$ cat src/rtl/cordic_rr_sched.sv
// Round-robin scheduler that shares one CORDIC rotation engine between
// N_REQ requesters. It accepts one job at a time, pulses the engine start,
// waits for done (bounded by TMO cycles), then returns the tagged result.
module cordic_rr_sched #(
  parameter int N_REQ = 4,
  parameter int W     = 16,
  parameter int TMO   = 64
) (
  input  logic                       CLK_50M,
  input  logic                       RST_N,
  input  logic [N_REQ-1:0]           req_valid,
  output logic [N_REQ-1:0]           req_ready,
  input  logic [N_REQ*W-1:0]         req_x,
  input  logic [N_REQ*W-1:0]         req_y,
  input  logic [N_REQ*W-1:0]         req_phase,
  output logic                       cor_start,
  output logic [W-1:0]               cor_x,
  output logic [W-1:0]               cor_y,
  output logic [W-1:0]               cor_phase,
  input  logic                       cor_done,
  input  logic [W-1:0]               cor_xo,
  input  logic [W-1:0]               cor_yo,
  output logic                       rsp_valid,
  input  logic                       rsp_ready,
  output logic [$clog2(N_REQ)-1:0]   rsp_id,
  output logic [W-1:0]               rsp_x,
  output logic [W-1:0]               rsp_y,
  output logic                       rsp_err,
  output logic                       busy
);

  localparam int ID_W  = $clog2(N_REQ);
  localparam int CNT_W = $clog2(TMO);
  localparam logic [ID_W:0]    SUM_N   = (ID_W+1)'(N_REQ);
  localparam logic [CNT_W-1:0] CNT_MAX = CNT_W'(TMO - 1);
  localparam logic [ID_W-1:0]  ID_LAST = ID_W'(N_REQ - 1);

  typedef enum logic [1:0] {IDLE, ISSUE, WAIT, RESP} state_t;

  state_t            state_reg;
  logic [ID_W-1:0]   ptr_reg;
  logic [ID_W-1:0]   gid_reg;
  logic [CNT_W-1:0]  cnt_reg;
  logic              cor_start_reg;
  logic [W-1:0]      cor_x_reg;
  logic [W-1:0]      cor_y_reg;
  logic [W-1:0]      cor_phase_reg;
  logic              rsp_valid_reg;
  logic [W-1:0]      rsp_x_reg;
  logic [W-1:0]      rsp_y_reg;
  logic              rsp_err_reg;

  // Unpacked views of the flattened operand buses
  logic [W-1:0] x_arr     [N_REQ];
  logic [W-1:0] y_arr     [N_REQ];
  logic [W-1:0] phase_arr [N_REQ];

  // Round-robin search: rotate valids so ptr sits at bit 0, take the
  // lowest set bit, then map the offset back to an absolute index.
  logic [2*N_REQ-1:0] valid_dbl;
  logic [N_REQ-1:0]   valid_rot;
  logic               grant_valid;
  logic [ID_W-1:0]    grant_off;
  logic [ID_W:0]      grant_sum;
  logic [ID_W-1:0]    grant_id;
  logic               grant_ok;
  logic [ID_W-1:0]    ptr_wrap;

  assign valid_dbl = {req_valid, req_valid};
  assign valid_rot = N_REQ'(valid_dbl >> ptr_reg);

  // Priority pick of the first valid requester at or after ptr
  always_comb begin
    grant_valid = 1'b0;
    grant_off   = '0;
    for (int k = N_REQ - 1; k >= 0; k--) begin
      if (valid_rot[k]) begin
        grant_valid = 1'b1;
        grant_off   = ID_W'(k);
      end
    end
  end

  assign grant_sum = {1'b0, ptr_reg} + {1'b0, grant_off};
  assign grant_id  = (grant_sum >= SUM_N) ? ID_W'(grant_sum - SUM_N)
                                          : grant_sum[ID_W-1:0];
  // Grants only while idle and never while reset is asserted
  assign grant_ok  = RST_N && (state_reg == IDLE) && grant_valid;
  assign ptr_wrap  = (gid_reg == ID_LAST) ? '0 : gid_reg + 1'b1;

  generate
    for (genvar gi = 0; gi < N_REQ; gi++) begin : g_req
      assign x_arr[gi]     = req_x[gi*W +: W];
      assign y_arr[gi]     = req_y[gi*W +: W];
      assign phase_arr[gi] = req_phase[gi*W +: W];
      assign req_ready[gi] = grant_ok && (grant_id == ID_W'(gi));
    end
  endgenerate

  // Job sequencer: accept, start engine, wait with timeout, respond
  always_ff @(posedge CLK_50M) begin
    if (!RST_N) begin
      state_reg     <= IDLE;
      ptr_reg       <= '0;
      gid_reg       <= '0;
      cnt_reg       <= '0;
      cor_start_reg <= 1'b0;
      cor_x_reg     <= '0;
      cor_y_reg     <= '0;
      cor_phase_reg <= '0;
      rsp_valid_reg <= 1'b0;
      rsp_x_reg     <= '0;
      rsp_y_reg     <= '0;
      rsp_err_reg   <= 1'b0;
    end else begin
      cor_start_reg <= 1'b0;
      case (state_reg)
        IDLE: begin
          if (grant_valid) begin
            cor_x_reg     <= x_arr[grant_id];
            cor_y_reg     <= y_arr[grant_id];
            cor_phase_reg <= phase_arr[grant_id];
            gid_reg       <= grant_id;
            cor_start_reg <= 1'b1;
            state_reg     <= ISSUE;
          end
        end
        ISSUE: begin
          cnt_reg   <= '0;
          state_reg <= WAIT;
        end
        WAIT: begin
          // A done arriving on the last allowed cycle still wins
          if (cor_done) begin
            rsp_x_reg     <= cor_xo;
            rsp_y_reg     <= cor_yo;
            rsp_err_reg   <= 1'b0;
            rsp_valid_reg <= 1'b1;
            state_reg     <= RESP;
          end else if (cnt_reg == CNT_MAX) begin
            rsp_x_reg     <= '0;
            rsp_y_reg     <= '0;
            rsp_err_reg   <= 1'b1;
            rsp_valid_reg <= 1'b1;
            state_reg     <= RESP;
          end else begin
            cnt_reg <= cnt_reg + 1'b1;
          end
        end
        RESP: begin
          if (rsp_ready) begin
            ptr_reg       <= ptr_wrap;
            rsp_valid_reg <= 1'b0;
            state_reg     <= IDLE;
          end
        end
        default: state_reg <= IDLE;
      endcase
    end
  end

  assign cor_start = cor_start_reg;
  assign cor_x     = cor_x_reg;
  assign cor_y     = cor_y_reg;
  assign cor_phase = cor_phase_reg;
  assign rsp_valid = rsp_valid_reg;
  assign rsp_id    = gid_reg;
  assign rsp_x     = rsp_x_reg;
  assign rsp_y     = rsp_y_reg;
  assign rsp_err   = rsp_err_reg;
  assign busy      = (state_reg != IDLE);

endmodule

$ cat config.mk
export PLATFORM = sky130hd
export DESIGN_NAME = cordic_rr_sched
export DESIGN_NICKNAME = d
export VERILOG_FILES = /design/src/rtl/cordic_rr_sched.sv
export SDC_FILE = /design/constraint.sdc
export NUM_CORES = 1
export LEC_CHECK = 0
export ABC_AREA = 0
export CELL_PAD_IN_SITES_DETAIL_PLACEMENT = 0
export CELL_PAD_IN_SITES_GLOBAL_PLACEMENT = 1
export CORE_MARGIN = 3
export CORE_UTILIZATION = 29
export CTS_CLUSTER_DIAMETER = 150
export DETAILED_ROUTE_END_ITERATION = 8
export GPL_TIMING_DRIVEN = 0
export PLACE_DENSITY_LB_ADDON = 0.1
export RECOVER_POWER = 50
export SLEW_MARGIN = 20
export SYNTH_ARGS = -nofsm -noshare
export SYNTH_HDL_FRONTEND = slang
export SYNTH_SLANG_ARGS = --single-unit
$ cat constraint.sdc
create_clock -name CLK_50M -period 3.6 [get_ports CLK_50M]
set_input_delay 0.72 -clock CLK_50M [delete_from_list [all_inputs] [get_ports CLK_50M]]
set_output_delay 0.72 -clock CLK_50M [all_outputs]
set_load 0.01 [all_outputs]
# Word level (Yosys, flattened, before mapping)
# Cells that the tools add are included.
dict set report word_totals {
  ff_bits 95
  inputBits 232
  output_inout_bits 90
  elab_cells 88
}
dict set report op_classes {
  add_sub_neg 4
  magnitude_cmp 2
  n_eq_ne 13
  n_shift 1
  n_mux 36
  n_bitwise 1
  reduce_logical 19
}
# cell count
set op_table {}
lappend op_table {{16-bit two-way mux} 9}
lappend op_table {{16-bit binary-select mux with 2-bit select} 3}
lappend op_table {{2-bit two-way mux} 10}
lappend op_table {{6-bit two-way mux} 2}
lappend op_table {{6-bit one-hot mux with 2 select lines} 1}
lappend op_table {{2-bit == test (second input constant)} 5}
lappend op_table {{1-bit two-way mux} 9}
lappend op_table {{3-bit AND reduction} 3}
lappend op_table {{2-bit inequality test (second input constant)} 4}
lappend op_table {{2-bit one-hot mux with 4 select lines} 1}
lappend op_table {{2-bit AND reduction} 4}
lappend op_table {{2-bit nonzero test} 4}
lappend op_table {{8-bit by 2-bit right shift with 4-bit output} 1}
lappend op_table {{6-bit by 1-bit adder with 6-bit output (second input constant)} 1}
lappend op_table {{6-bit == test (second input constant)} 1}
lappend op_table {{3-bit greater-or-equal comparator (second input constant)} 2}
lappend op_table {{1-bit logical AND} 6}
lappend op_table {{2-bit by 1-bit == test with 1-bit output (second input constant)} 2}
lappend op_table {{2-bit logical NOT} 2}
lappend op_table {{2-bit by 2-bit adder with 3-bit output} 1}
lappend op_table {{3-bit inequality test (second input constant)} 1}
lappend op_table {{2-bit inverter with 3-bit output} 1}
lappend op_table {{2-bit by 1-bit adder with 2-bit output (second input constant)} 1}
lappend op_table {{1-bit one-hot mux with 2 select lines} 1}
lappend op_table {{2-bit by 1-bit subtractor with 2-bit output (second input constant)} 1}

# Logic depth before layout (Yosys ltp)
# Gate-level depths: netlist of run 1.
dict set report logic_depth {
  ltp_word 12
  ltp_mapped 12
}

# Least setup slack after synthesis of run 1
# OpenSTA, ideal clock, no wires.
dict set report synth_path {
  kind {input -> output}
  startpoint {input req_valid[2]}
  endpoint {output req_ready[1]}
  arrival_time_ns 2.525
  required_ns 2.880
  path_slack_ns 0.355
  cell_stages 8
  cell_sequence {buf_6 or4_1 o211ai_1 ha_1 buf_2 buf_2 clkbuf_1 and3_1}
}
dict set report synth_via {
  elab_chain_cells 10
  elab_cells_between_ends 16
  cone_classes {add/sub (2); order compare (1); eq/ne (1); shift (1); mux (9); reduce/logical (2)}
}
# item line_no
set synth_lines {}
lappend synth_lines {{from (decl)} 11} ;# input logic [N_REQ-1:0] req_valid,
lappend synth_lines {{8-bit by 2-bit right shift with 4-bit output (*)} 70} ;# assign valid_rot = N_REQ'(valid_dbl >> ptr_reg);
lappend synth_lines {{2-bit two-way mux (4 in a row)} 77} ;# if (valid_rot[k]) begin
lappend synth_lines {{2-bit by 2-bit adder with 3-bit output} 84} ;# assign grant_sum = {1'b0, ptr_reg} + {1'b0, grant_off};
lappend synth_lines {{3-bit greater-or-equal comparator or 2-bit by 1-bit subtractor with 2-bit output (tied branches)} 85} ;# assign grant_id = (grant_sum >= SUM_N) ? ID_W'(grant_sum - SUM_N)
lappend synth_lines {{2-bit two-way mux} 85}
lappend synth_lines {{2-bit by 1-bit == test with 1-bit output} 96} ;# assign req_ready[gi] = grant_ok && (grant_id == ID_W'(gi));
lappend synth_lines {{1-bit logical AND (*)} 96}
lappend synth_lines {{to (decl)} 12} ;# output logic [N_REQ-1:0] req_ready,
# Mark *: on every way between the ends. The rest lies on a longest branch, timed or not.

# Worst setup path in the final report of run 1
dict set report layout_path {
  startpoint {register ptr_reg[0]}
  endpoint {output req_ready[1]}
}
dict set report layout_via {
  elab_chain_cells 10
  elab_cells_between_ends 16
  cone_classes {add/sub (2); order compare (1); eq/ne (1); shift (1); mux (9); reduce/logical (2)}
}
# item line_no
set layout_lines {}
lappend layout_lines {{from (decl)} 41} ;# logic [ID_W-1:0] ptr_reg;
lappend layout_lines {{from (signal assigned)} 152} ;# ptr_reg <= ptr_wrap;
lappend layout_lines {{8-bit by 2-bit right shift with 4-bit output} 70}
lappend layout_lines {{2-bit two-way mux (4 in a row)} 77}
lappend layout_lines {{2-bit by 2-bit adder with 3-bit output} 84}
lappend layout_lines {{3-bit greater-or-equal comparator or 2-bit by 1-bit subtractor with 2-bit output (tied branches)} 85}
lappend layout_lines {{2-bit two-way mux} 85}
lappend layout_lines {{2-bit by 1-bit == test with 1-bit output} 96}
lappend layout_lines {{1-bit logical AND (*)} 96}
# Marks and branches as above.

==> qor.yml, run 1 <==
status: "complete, no violations"
vias_per_cell: 5.18
slew_headroom_pct: 48.8
num_vias: 6302
rrSetupSlack_ns: 0.40
dieArea_mm2: 0.0224
power.density_mw_per_mm2: 522
timing.rr.start: "ptr_reg[0]$_SDFFE_PN0P_"
yosysUniqueCellTypes: 46
rsz0062_at_grt: "no"
most-common-layout-cells: "clkdlybuf4s50_1 (233), mux2_2 (96), dfxtp_1 (95), dlygate4sd3_1 (80), nand2_1 (63)"
drt.antenna.violating_nets: 0
synth-edff-count: 0
yosysSeqAreaShare_pct: 31.8
drive_gt1_share_pct: 20.2
final_cells: 1217
synthTopCellsByArea: "dfxtp_1 (32%), mux2_2 (18%), a221oi_2 (10%), a221oi_1 (8.3%), o21ai_1 (4.0%)"
cts_tree: "built"
fin_crit_sh_pct: 98.1
worst_setup_path_start_kind: "flop"
row_count: 51
fin_nets: 1187
whs_path_depth: 2
dieHeight_um: 150
drt_pass1_iterations: 4
slowest_delay_ns: 0.52
drc: 0
cp.required_ns: 2.88
p_leak_nw: 3.74
maxCapViolCount: 0
synth.largest_area_cell: "dfxtp_1"
synth-seq-cells: 95
cts_made_buffers: 9
finalSetupViolCount: 0
wl_per_cell_um: 20.1
slew_viol_final: 0
grt_max_degree: 20
fin_worst_skew_ns: 0.00982
tns_ns: 0
endpoint_kind: "output pin"
final_cell_area_mm2: 0.00988
worstPathMaxFanout: 10
path_buf_inv: 5
dieWidth_um: 150
crit_chain: "clkbuf_4, or4_1, o211ai_1, ha_2, buf_6, buf_12, clkbuf_16, and3_1, dlygate4sd2_1"
syn-num-nets: 854
r2r_cells: 10
grt_pass1_wl_um: 36400
arrival_ns: 2.81
postCtsHoldBufs: 0
timing.rr.end: "cor_y[3]$_SDFFE_PN0P_"
root_buffer: "clkbuf_16"
period_minus_slack_ns: 3.53
ys.flop_type: "dfxtp_1"
synthToLayoutAreaGrowth_pct: 65.0
vdd_drop_max_v: 0.000231
core-area_mm2: 0.0198
synth_top_area_share_pct: 31.8
tightest_slew_ns: 0.768
holdPathEnd: "cor_x[3]$_SDFFE_PN0P_"
synth_warnings: 0
num_io_pins: 322
initial_utilization_pct: 30.2
track_usage_pct: 20.7
min_path_type: "flop to flop"
dp.cells: 1198
clk_pin_slew_worst_paths_ns: 0.08
insertion_delay_ns: 0.36
cts_sinks: 95
dpl_cell_area_mm2: 0.00952
slowest_stage: "or4_1"
max_freq_mhz: 283
htreeDepth: 3
synth_area_mm2: 0.00599
antenna_found_initial: 2
netlist_instances: 613
layout_commonest_cell: "clkdlybuf4s50_1"
dr.first_iter.drc_count: 178
grt_pass1_vias: 6559
ctsLongestPathBuffers: 2
async_flop_share_pct: 0
path_class: "flop to output pin"
port_buffers: 320
grt_overflow: 0
critical_path.top_delay_family: "buffers and inverters"
drt-total-wl_um: 24500
gp_congestion: 0.742
synth.avg_cell_area_um2: 9.77
hold_viol: 0
hpwlAfterDp_um: 19600
hp-start: "cor_x[3]$_SDFFE_PN0P_"
routing by layer:
metal / track usage [%] / vias to the layer above / wire (um)
met2: 38.5 / 234 / 12600
met5: 0 / - / 23
met4: 5.12 / 4 / 439
li1: - / 3040 / -
met3: 5.57 / 29 / 2020
met1: 23.4 / 2995 / 9350
cell type report:
class	instances	area (um2)
Buffer	63	387
Clock inverter	7	72.6
Antenna cell	1	2.50
Inverter	7	26.3
Multi-Input combinational cell	448	3730
Timing Repair Buffer	322	3200
Tap cell	265	332
Sequential cell	95	1900
Clock buffer	9	225
Fill cell	1860	9970
Yosys cell counts (2+ instances only):
| library cell | number |
|---|---|
| inv_1 | 7 |
| o21ai_1 | 48 |
| buf_2 | 9 |
| clkbuf_1 | 38 |
| nand2_1 | 63 |
| nor2b_1 | 38 |
| o311a_1 | 3 |
| nand3_1 | 3 |
| nand2b_1 | 2 |
| mux2_2 | 96 |
| and2_1 | 3 |
| nor2_1 | 8 |
| a221oi_1 | 57 |
| ha_1 | 9 |
| dfxtp_1 | 95 |
| o21ai_0 | 4 |
| buf_4 | 7 |
| a21oi_1 | 8 |
| nor2_2 | 2 |
| a21boi_0 | 2 |
| o211ai_1 | 3 |
| nor3_1 | 2 |
| a22oi_1 | 32 |
| mux2i_1 | 3 |
| a221oi_2 | 40 |
| buf_6 | 9 |
| nor3b_1 | 3 |
tightest hold or removal path, cell delays in order, from the launching register on:
cell	delay, ns
dfxtp_1	0.31
nand2_1	0.05
o21ai_1	0.05
worst max path at each step:
stage | from | end | slack [ns] | cells past startpoint
floorplan | req_valid[2] | req_ready[1] | 0.36 | 8
global placement | req_valid[0] | req_ready[1] | -1.28 | 10
detailed placement | req_valid[0] | req_ready[1] | -1.33 | 10
CTS | req_valid[1] | req_ready[1] | 0.01 | 10
global route | ptr_reg[0]$_SDFFE_PN0P_ | req_ready[1] | 0.003 | 9
finish | ptr_reg[0]$_SDFFE_PN0P_ | req_ready[1] | 0.07 | 9
kinds of logic after synthesis:
logic type | synth area share (%)
AOI/OAI and AO/OA | 29.8
xor gates and xnor gates | 0.544
adders and majority gates | 1.88
buffers and inverters | 6.14
DFF | 31.8
muxes | 18.6
and+or+nand+nor | 11.3
power breakdown:
group | total [W] | internal, W | switching, W
Sequential | 0.00153 | 0.00136 | 0.000167
Combinational | 0.00265 | 0.00132 | 0.00133
Clock | 0.000978 | 0.000492 | 0.000487
Total | 0.00516 | 0.00317 | 0.00198
stage by stage:
step                      hold slack (ns)  utilization [%]  total power [W]  setup WS [ns]
final                               0.444             49.8          0.00516         0.0693
after floorplan                     0.452                -          0.00294          0.355
after global routing                0.466             49.8          0.00546        0.00339
after detailed placement            0.442             48.0          0.00430          -1.33
after global placement              0.438             48.0          0.00424          -1.28
after CTS                           0.452             49.8          0.00533         0.0107
repair_timing:
item | CTS | global route
pin swaps | 2 | 1
buffers inserted | 2 | 0
resized for setup | 28 | 5
gates cloned | 0 | 0
setup endpoints to repair | 32 | 3
Power figures use the tool's default switching activity.
==> run 2: changes to the inputs <==
clock period = 3.3 ns   (was 3.6 ns; I/O delays follow)
==> qor.yml, run 2 (synthesis gave the netlist of run 1 again) <==
status: "complete, no violations"
most-common-layout-cells: "clkdlybuf4s50_1 (232), mux2_2 (96), dfxtp_1 (94), dlygate4sd3_1 (81), nand2_1 (63)"
dp.cells: 1198
ctsLongestPathBuffers: 2
postCtsHoldBufs: 0
port_buffers: 320
fin_crit_sh_pct: 97.8
core-area_mm2: 0.0198
htreeDepth: 3
worst_setup_path_start_kind: "flop"
critical_path.top_delay_family: "simple AND/OR/NAND/NOR gates"
path_buf_inv: 3
final_cell_area_mm2: 0.00993
slowest_stage: "or4_1"
hold_viol: 0
grt_pass1_wl_um: 36500
track_usage_pct: 20.8
power.density_mw_per_mm2: 569
dieArea_mm2: 0.0224
period_minus_slack_ns: 3.23
maxCapViolCount: 0
tightest_slew_ns: 0.594
tns_ns: 0
path_class: "flop to output pin"
cp.required_ns: 2.64
root_buffer: "clkbuf_16"
dpl_cell_area_mm2: 0.00952
dieHeight_um: 150
crit_chain: "buf_6, or4_1, o211ai_1, ha_2, xor2_2, xnor2_2, buf_4, and3_4, buf_6"
min_path_type: "flop to flop"
insertion_delay_ns: 0.36
layout_commonest_cell: "clkdlybuf4s50_1"
num_io_pins: 322
fin_nets: 1192
hpwlAfterDp_um: 19600
vdd_drop_max_v: 0.000250
crit_top_cell: "buf_6"
drt_pass1_iterations: 4
antenna_found_initial: 2
row_count: 51
vias_per_cell: 5.15
fin_worst_skew_ns: 0.00950
cts_made_buffers: 9
slowest_delay_ns: 0.50
initial_utilization_pct: 30.2
final_cells: 1222
grt_pass1_vias: 6566
cts_tree: "built"
num_vias: 6298
max_freq_mhz: 310
clk_pin_slew_worst_paths_ns: 0.08
synthToLayoutAreaGrowth_pct: 65.9
wl_per_cell_um: 20.2
utilization_pct: 50.1
dieWidth_um: 150
finalSetupViolCount: 0
worstPathMaxFanout: 5
dr.first_iter.drc_count: 214
arrival_ns: 2.57
slew_viol_final: 0
drc: 0
grt_max_degree: 20
cts_sinks: 95
slew_headroom_pct: 60.4
grt_overflow: 0
drt-total-wl_um: 24600
endpoint_kind: "output pin"
p_leak_nw: 3.78
drive_gt1_share_pct: 21.9
drt.antenna.violating_nets: 0
gp_congestion: 0.742
[run 2: cell count changes in the layout (fill, tap and decap cells not counted), moves of 3 or more]
cell	before	now
buf_4	9	13
buf_2	9	12
dlygate4sd2_1	4	0
clkbuf_2	0	5
clkbuf_1	37	32
[run 2: cell type report]
class / instances / area (um2)
well taps: 265 / 332
plain buffers: 63 / 400
clock inverters: 7 / 72.6
diodes: 1 / 2.50
fillers: 1863 / 9910
multi-input cells: 448 / 3740
flip-flops and latches: 95 / 1900
repair buffers: 327 / 3230
clock buffers: 9 / 225
inverters: 7 / 26.3
[run 2: repair_timing]
action / in CTS / in global routing
pin swaps: 3 / 1
cloned: 0 / 1
setup buffers: 4 / 2
gates resized for setup: 46 / 12
setup endpoints to repair: 52 / 37
[run 2: worst paths after layout]
kind         slack (ns)  depth (start not counted)                    start                     end
max reg2reg        0.17                         11  ptr_reg[0]$_SDFFE_PN0P_  cor_x[14]$_SDFFE_PN0P_
min                0.44                          2    cor_x[3]$_SDFFE_PN0P_   cor_x[3]$_SDFFE_PN0P_
min reg2reg        0.44                          2    cor_x[3]$_SDFFE_PN0P_   cor_x[3]$_SDFFE_PN0P_
max                0.07                          9  ptr_reg[0]$_SDFFE_PN0P_            req_ready[1]
[run 2: where the power goes]
part,total (W),internal [W],leakage [nW],switching (W)
combinational,0.00292,0.00146,2.85,0.00146
sequential,0.00167,0.00149,0.783,0.000182
clock,0.00107,0.000536,0.143,0.000530
[run 2: metrics by stage]
stage | setup WS [ns] | power, W | hold slack (ns)
after floorplan | 0.175 | 0.00321 | 0.452
after global placement | -1.46 | 0.00462 | 0.438
after detailed placement | -1.51 | 0.00469 | 0.442
after CTS | 0.00533 | 0.00583 | 0.452
after global routing | -0.00113 | 0.00598 | 0.466
final | 0.0721 | 0.00566 | 0.444
[run 2: worst min-delay path: cells and delay by family (launching register included)]
kind,cells,cell delay (ns)
flops,1,0.31
simple gates,1,0.05
compound gates,1,0.05
[run 2: layer usage]
metal  vias to the layer above  track usage (%)  routed length [um]
met3                        31             5.57                1710
met1                      3003             23.2                9690
li1                       3050                -                   -
met2                       210             38.9               12800
met4                         4             5.12                 440
met5                         -                0                  23
